File: src/rtl/mc_ctrl_pkg.sv
// Shared encodings for the multi-cycle MIPS-subset control unit.
package mc_ctrl_pkg;

    // Opcodes
    localparam logic [5:0] OP_RTYPE = 6'b000000;
    localparam logic [5:0] OP_LW    = 6'b100011;
    localparam logic [5:0] OP_SW    = 6'b101011;
    localparam logic [5:0] OP_ADDI  = 6'b001000;
    localparam logic [5:0] OP_J     = 6'b000010;
    localparam logic [5:0] OP_BEQ   = 6'b000100;

    // R-type funct codes
    localparam logic [5:0] FN_ADD = 6'b100000;
    localparam logic [5:0] FN_SUB = 6'b100010;
    localparam logic [5:0] FN_AND = 6'b100100;
    localparam logic [5:0] FN_OR  = 6'b100101;
    localparam logic [5:0] FN_SLT = 6'b101010;

    // ALU operation codes
    localparam logic [4:0] ALU_ADD = 5'b00010;
    localparam logic [4:0] ALU_SUB = 5'b01110;
    localparam logic [4:0] ALU_AND = 5'b00000;
    localparam logic [4:0] ALU_OR  = 5'b00001;
    localparam logic [4:0] ALU_SLT = 5'b01111;

    // Next-PC select
    localparam logic [1:0] PCS_PC4 = 2'b00;
    localparam logic [1:0] PCS_JMP = 2'b01;
    localparam logic [1:0] PCS_BR  = 2'b10;

    typedef enum logic [3:0] {
        S_FETCH,
        S_DECODE,
        S_MEMADR,
        S_MEMRD,
        S_MEMWB,
        S_MEMWR,
        S_EXEC,
        S_ALUWB,
        S_BRANCH,
        S_JUMP
    } state_t;

endpackage

File: src/rtl/mc_ctrl_alu_dec.sv
// Funct-to-ALU-op decoder; legal flags the five supported R-type functs.
module alu_dec
    import mc_ctrl_pkg::*;
(
    input  logic [5:0] funct,
    output logic [4:0] alu_op,
    output logic       legal
);

    // Unknown functs fall back to ADD with legal low.
    always_comb begin
        alu_op = ALU_ADD;
        legal  = 1'b1;
        case (funct)
            FN_ADD:  alu_op = ALU_ADD;
            FN_SUB:  alu_op = ALU_SUB;
            FN_AND:  alu_op = ALU_AND;
            FN_OR:   alu_op = ALU_OR;
            FN_SLT:  alu_op = ALU_SLT;
            default: legal  = 1'b0;
        endcase
    end

endmodule

File: src/rtl/mc_ctrl.sv
// Multi-cycle control FSM: fetch, decode, execute, memory, writeback.
// Outputs are purely combinational from state and the listed inputs.
module mc_ctrl
    import mc_ctrl_pkg::*;
(
    input  logic       clk,
    input  logic       rst_n,
    input  logic       mem_rdy,
    input  logic       eq,
    input  logic [5:0] ir31_26,
    input  logic [5:0] ir5_0,
    output logic       ir_we,
    output logic       pc_we,
    output logic       mem_s,
    output logic       rf_we,
    output logic       add2_s,
    output logic       rf_wd_s,
    output logic       dm_we,
    output logic       rf_wa_s,
    output logic [4:0] alu_op,
    output logic [1:0] pc_s,
    output logic       illegal
);

    state_t     state, state_nxt;
    logic [4:0] fn_alu_op;
    logic       fn_legal;

    alu_dec u_alu_dec (
        .funct  (ir5_0),
        .alu_op (fn_alu_op),
        .legal  (fn_legal)
    );

    // State register, cleared to FETCH asynchronously.
    always_ff @(posedge clk or negedge rst_n) begin
        if (!rst_n) state <= S_FETCH;
        else        state <= state_nxt;
    end

    // Next-state and output decode; reset overrides everything back to defaults.
    always_comb begin
        state_nxt = state;
        ir_we     = 1'b0;
        pc_we     = 1'b0;
        mem_s     = 1'b0;
        rf_we     = 1'b0;
        add2_s    = 1'b0;
        rf_wd_s   = 1'b0;
        dm_we     = 1'b0;
        rf_wa_s   = 1'b0;
        alu_op    = ALU_ADD;
        pc_s      = PCS_PC4;
        illegal   = 1'b0;
        case (state)
            S_FETCH: begin
                ir_we = mem_rdy;
                pc_we = mem_rdy;
                if (mem_rdy) state_nxt = S_DECODE;
            end
            S_DECODE: begin
                case (ir31_26)
                    OP_LW, OP_SW: state_nxt = S_MEMADR;
                    OP_ADDI:      state_nxt = S_EXEC;
                    OP_BEQ:       state_nxt = S_BRANCH;
                    OP_J:         state_nxt = S_JUMP;
                    OP_RTYPE: begin
                        if (fn_legal) begin
                            state_nxt = S_EXEC;
                        end else begin
                            illegal   = 1'b1;
                            state_nxt = S_FETCH;
                        end
                    end
                    default: begin
                        illegal   = 1'b1;
                        state_nxt = S_FETCH;
                    end
                endcase
            end
            S_MEMADR: begin
                alu_op    = ALU_ADD;
                add2_s    = 1'b0;
                state_nxt = (ir31_26 == OP_SW) ? S_MEMWR : S_MEMRD;
            end
            S_MEMRD: begin
                mem_s = 1'b1;
                if (mem_rdy) state_nxt = S_MEMWB;
            end
            S_MEMWB: begin
                rf_we     = 1'b1;
                rf_wd_s   = 1'b0;
                rf_wa_s   = 1'b1;
                state_nxt = S_FETCH;
            end
            S_MEMWR: begin
                mem_s = 1'b1;
                dm_we = 1'b1;
                if (mem_rdy) state_nxt = S_FETCH;
            end
            S_EXEC: begin
                if (ir31_26 == OP_RTYPE) begin
                    add2_s = 1'b1;
                    alu_op = fn_alu_op;
                end
                state_nxt = S_ALUWB;
            end
            S_ALUWB: begin
                rf_we     = 1'b1;
                rf_wd_s   = 1'b1;
                rf_wa_s   = (ir31_26 == OP_ADDI);
                state_nxt = S_FETCH;
            end
            S_BRANCH: begin
                add2_s    = 1'b1;
                alu_op    = ALU_SUB;
                pc_we     = eq;
                pc_s      = eq ? PCS_BR : PCS_PC4;
                state_nxt = S_FETCH;
            end
            S_JUMP: begin
                pc_we     = 1'b1;
                pc_s      = PCS_JMP;
                state_nxt = S_FETCH;
            end
            default: state_nxt = S_FETCH;
        endcase
        if (!rst_n) begin
            ir_we   = 1'b0;
            pc_we   = 1'b0;
            mem_s   = 1'b0;
            rf_we   = 1'b0;
            add2_s  = 1'b0;
            rf_wd_s = 1'b0;
            dm_we   = 1'b0;
            rf_wa_s = 1'b0;
            alu_op  = ALU_ADD;
            pc_s    = PCS_PC4;
            illegal = 1'b0;
        end
    end

endmodule
File: config.mk
export PLATFORM = sky130hd
export DESIGN_NAME = mc_ctrl
export DESIGN_NICKNAME = d
export VERILOG_FILES = /design/src/rtl/mc_ctrl_pkg.sv /design/src/rtl/mc_ctrl_alu_dec.sv /design/src/rtl/mc_ctrl.sv
export SDC_FILE = /design/constraint.sdc
export NUM_CORES = 1
export LEC_CHECK = 0
export ABC_AREA = 1
export CORE_MARGIN = 2
export CORE_UTILIZATION = 38
export DETAILED_ROUTE_END_ITERATION = 8
export PLACE_DENSITY = 0.78
export SLEW_MARGIN = 20
export SYNTH_ARGS = -nofsm -noshare
export SYNTH_HDL_FRONTEND = slang
export SYNTH_SLANG_ARGS = --single-unit
export TNS_END_PERCENT = 20
File: constraint.sdc
create_clock -name clk -period 2.1 [get_ports clk]
set_input_delay 0.525 -clock clk [delete_from_list [all_inputs] [get_ports clk]]
set_output_delay 0.525 -clock clk [all_outputs]
set_load 0.005 [all_outputs]
==> results.toml, run 1 <==
[outcome]
outcome = "finished with violations"
violations = "negative setup slack"

[global_route]
grt_usage = 0.334
grt-ovfl-total = 0
grt_max_degree = 7
antenna_found_initial = 0
grt_pass1_wl_mm = 4.73
first_global_vias = 1051

[setup_path]
cp-startpoint = "state[1]"
crit_path_end_kind = "output port"
critical_path.max_stage_delay_ps = 480
cpMaxStageDelayCell = "clkdlybuf4s50_1"
crit_type = "reg2out"
cp_cell_sequence = "buf_4 -> nand2_1 -> a21oi_2 -> buf_4 -> clkdlybuf4s50_1"
r2r-start = "state[1]"
rr_worst_depth = 9
arrival_ps = 1770
required_ps = 1570
worstPathMaxFanout = 4
start_kind = "flop"
crit_top_cell = "buf_4"

[die]
die_area_um2 = 1950
chipHeight_um = 44.2
fp-row-count = 14
die_w_um = 44.2
start_util = 0.407
io_pins = 32
core-area_um2 = 1510

[synth]
syn-cell-area_um2 = 613
synth-seq-cells = 4
synth_commonest_cells = "nand2_1 (27), nor2_1 (24), inv_1 (18)"
synthArstFlopShare = 1.00
ys_types = 24
ys_top_cells_by_area = "nand2_1 (17%), dfrtp_1 (16%), nor2_1 (15%), inv_1 (11%), nand3_1 (9.8%)"
synth-edff-count = 0
syn_nets = 132
synthMostInstantiatedCell = "nand2_1"
ys_warn_count = 0
synth.avg_cell_area_um2 = 5.29
yosysTopAreaCell = "nand2_1"
synth_flop_cell = "dfrtp_1"
synth_top_area_share = 0.165
ys_seq_area_frac = 0.163
syn_inst = 116

[timing]
finalCriticalPeriod_ps = 2290
drv_slew = 0
setup_viol = 5
skew_ps = 2.00
hold_viol = 0
clock.fmax_mhz = 436
tns_ps = -449
timing.final.crit_share = 1.09
layout_setup_ws_ps = -193
rsz0062_at_grt = "yes"

[finish]
nets = 209
largest_reg_flops = 4
final_area_um2 = 1380
top_register = "state"
multi_input_area_um2 = 543
area.growth.synth_to_final_pct = 125
diodes = 0
fill_cells = 68
drive_above_1_share = 0.560
final_util = 0.914
fin_cells = 207
reg_top3 = "state x4"
regArea_um2 = 101

[clock_network]
holdBufCountCts = 0
clk_latency_ps = 250
numCtsBuffers = 3
clockBufferDepth = 2
root_buffer = "clkbuf_4"
cts_max_level = 1
clock-sinks = 4
clkTransAtPathRegs_ps = 50
cts_tree = "built"

[power]
p_sw_mw = 0.285
internal-power_mw = 0.366
power_mw = 0.651
ir_drop_uv = 448
p_clk_frac = 0.166
switching_share = 0.438
p_comb_frac = 0.674
pwr-share-seq = 0.160
leakagePower_nw = 0.829
power.density_nw_per_um2 = 472

[placement]
dp_cells = 189
port_buffers = 30
placed_cell_area_um2 = 1140
place_congestion = 0.865
post-dp-hpwl_mm = 1.69

[worst_hold_path]
hp-class = "in2async"

[drt]
vias_per_cell = 5.36
drtPass1Iterations = 4
drtAntennaViolNets = 0
vias = 1110
wl_per_cell_um = 16.4
totalWireLength_mm = 3.40
drc = 0
drt_iter0_drc = 44

[flow_run]
maxCapViolations = 0
[worst paths after layout]
path | slack [ps] | endpoint
setup / recovery | -190 | rf_we
hold / removal | 330 | state[1]
setup reg to reg | 530 | state[2]
hold reg to reg | 730 | state[2]
max in group asynchronous | 1640 | state[3]
min in group clk | 730 | state[2]
[final cells by class]
type	count	share of cell area
timing repair buffer	74	0.439
multi-input combinational	87	0.394
sequential	4	0.0736
inverter	23	0.0627
clock buffer	3	0.0163
tap	16	0.0145
[power by group through the flow]
stage | registers (mW) | clock network [mW] | logic [mW]
floorplan | 0.101 | 0 | 0.127
CTS | 0.100 | 0.108 | 0.337
detailed placement | 0.101 | 0 | 0.294
finish | 0.104 | 0.108 | 0.439
global route | 0.103 | 0.114 | 0.463
global placement | 0.100 | 0 | 0.290
[layer usage]
metal / GRT usage / vias up / part of all wire
met5: 0 / - / 0
met4: 0.176 / 0 / 0.027
met3: 0.0612 / 14 / 0.052
met2: 0.612 / 68 / 0.53
met1: 0.361 / 515 / 0.39
li1: - / 513 / -
[worst max-delay path: cells and delay by family, from the launching register on]
kind / cells / cell delay (ps)
buf+inv: 3 / 800
compound gates: 1 / 190
simple gates: 1 / 100
flops: 1 / 420
[cell families (layout without fill, tap and decap cells)]
kind of cell | after synthesis | in the layout | synth area share
DFF | 4 | 4 | 0.163
and+or+nand+nor | 75 | 75 | 0.553
buffers and inverters | 25 | 100 | 0.165
other | 1 | 1 | 0.00612
AOI/OAI and AO/OA | 11 | 11 | 0.112
[metrics by stage]
step	setup WS, ps	hold slack (ps)
5_1_grt	-217	339
2_1_floorplan	147	229
4_1_cts	-196	319
3_3_place_gp	-679	622
3_5_place_dp	-695	631
6_report	-193	333
[repair_timing]
item / CTS / global route
gates resized for setup: 76 / 40
pin swaps: 8 / 16
buffers inserted: 12 / 7
setup endpoints to repair: 15 / 11
hold endpoints to repair: 0 / 0
gates cloned: 0 / 0
[placed cells by master, fill, tap and decap left out, drive strengths merged]
master	Yosys	final
a21boi	1	1
a21oi	4	4
a31oi	2	2
buf	2	55
clkbuf	0	5
clkdlybuf4s15	0	1
clkdlybuf4s50	0	3
conb	1	1
dfrtp	4	4
dlygate4sd2	0	6
dlymetal6s2s	0	7
inv	23	23
nand2	28	28
nand2b	1	1
nand3	13	13
nand3b	1	1
nand4	3	3
nor2	26	26
nor3	3	3
o21ai	3	3
o22ai	1	1
No activity file was read; power rests on OpenSTA's default activity.
==> inputs of run 2 (changes only) <==
- CORE_MARGIN: 2 -> 10
==> run 2 against run 1 <==
  * The flow still finishes with violations (negative setup slack)
  * Non-clock buffer count rose by 16
  * Cell area is 5.9% higher
  * Global-route usage down 15 points
  * Hold slack gained 6.9 ps
  * Largest power group unchanged
  * Clock power is essentially flat
  * Worst setup slack improved by 12 ps
  * Maximum frequency increased by 0.54%
  * Power increased by 3.4%
  * Register-to-register slack got worse by 190 ps
  * Critical endpoint is now pc_we
  * Utilization is 4.3 points higher
  * First-iteration DRC count increased to 2.7 times the previous value
==> results.toml, run 2 (synthesized netlist as in run 1, its figures left out) <==
[finish]
mostFrequentLayoutCells = "buf_4 (58), nand2_1 (21), nor2_1 (17), inv_1 (15), buf_2 (10)"
layout_commonest_cell = "buf_4"
top_register = "state"
largest_reg_flops = 4
drive_above_1_share = 0.570
diodes = 0
nets = 225
reg_top3 = "state x4"
area.growth.synth_to_final_pct = 138
fill_cells = 41

[setup_path]
start_kind = "flop"
critical_path.max_stage_delay_ps = 420
required_ps = 1570
rr_endpoint = "state[0]"
worstPathMaxFanout = 3
cpMaxStageDelayCell = "dfrtp_1"
cpLargestDelayFamily = "buffers and inverters"
crit_top_cell = "buf_4"
rr_worst_depth = 8
crit_type = "reg2out"
r2r-start = "state[3]"
arrival_ps = 1760
crit_path_end_kind = "output port"
reg2reg_slack_ps = 340
cp_cell_sequence = "buf_4 -> buf_4 -> nor3_2 -> buf_4 -> nand2_1 -> a31oi_1 -> clkdlybuf4s15_2"
path_buf_inv = 4

[timing]
layout_setup_ws_ps = -181
skew_ps = 2.35
timing.final.crit_share = 1.09
setup_viol = 11
drv_slew = 0
clock.fmax_mhz = 438
finalCriticalPeriod_ps = 2280
rsz0062_at_grt = "yes"
hold_viol = 0
tns_ps = -1140

[placement]
port_buffers = 30
post-dp-hpwl_mm = 2.00
place_congestion = 0.802

[die]
io_pins = 32
core-area_um2 = 1520
fp-row-count = 14
die_w_um = 60.2
start_util = 0.402
die_area_um2 = 3620
chipHeight_um = 60.2

[drt]
wl_per_cell_um = 21.9
vias_per_cell = 5.96
drt_iter0_drc = 118
drtPass1Iterations = 5
totalWireLength_mm = 4.88
vias = 1330
drtAntennaViolNets = 0
drc = 0

[clock_network]
numCtsBuffers = 3
cts_tree = "built"
holdBufCountCts = 0
clock-sinks = 4
clockBufferDepth = 2
clkTransAtPathRegs_ps = 50
root_buffer = "clkbuf_4"
cts_max_level = 1
clk_latency_ps = 250

[power]
ir_drop_uv = 498
leakagePower_nw = 0.866
power_mw = 0.673
power.density_nw_per_um2 = 461

[global_route]
met2_usage = 0.335
met1_usage = 0.181
grt_max_degree = 7
antenna_found_initial = 0
grt_pass1_wl_mm = 5.33
grt-busiest-layer = "met2"
first_global_vias = 1189
grt_usage = 0.186
grt-ovfl-total = 0
met3_usage = 0.0657

[flow_run]
maxCapViolations = 0

[outcome]
outcome = "finished with violations"
violations = "negative setup slack"

[worst_hold_path]
hp-class = "in2async"
run 2: worst max path at each step:
| stage | startpoint | end | slack, ps | cells after the start |
|---|---|---|---|---|
| final | state[2] | pc_we | -180 | 7 |
| after global routing | ir31_26[4] | illegal | -320 | 12 |
| after CTS | state[2] | rf_we | -140 | 6 |
| after detailed placement | ir31_26[5] | alu_op[3] | -770 | 9 |
| after global placement | ir31_26[5] | alu_op[2] | -690 | 9 |
| after floorplan | ir31_26[5] | alu_op[3] | 150 | 8 |
run 2: area by class of cell:
cell class	instances	area, um^2	area share
repair buffers	90	703	0.482
multi-input cells	87	527	0.361
flip-flops and latches	4	100	0.0686
inverters	23	86.3	0.0592
clock buffers	3	22.5	0.0154
well taps	16	20.0	0.0137
run 2: metrics by stage:
step / cells / cell area, um^2 / setup WS [ps] / hold slack, ps / util
global placement: 190 / 1140 / -691 / 617 / 0.750
global route: 223 / 1460 / -317 / 332 / 0.957
CTS: 213 / 1350 / -138 / 330 / 0.883
finish: 223 / 1460 / -181 / 340 / 0.957
floorplan: 116 / 613 / 147 / 229 / -
detailed placement: 190 / 1140 / -769 / 619 / 0.750
run 2: repair_timing:
item	in CTS	in global routing
setup endpoints to repair	15	12
setup buffers	20	10
resized for setup	94	21
pin swaps	12	9
run 2: power by group:
part           total [mW]  switching (mW)  internal, mW
Clock               0.110          0.0453        0.0649
Sequential          0.103          0.0138        0.0896
Combinational       0.460           0.261         0.198
run 2: layer usage:
layer	wire length [um]	up-vias
met3	533	53
li1	-	545
met2	2330	142
met1	1600	590
met4	418	0
met5	0	-
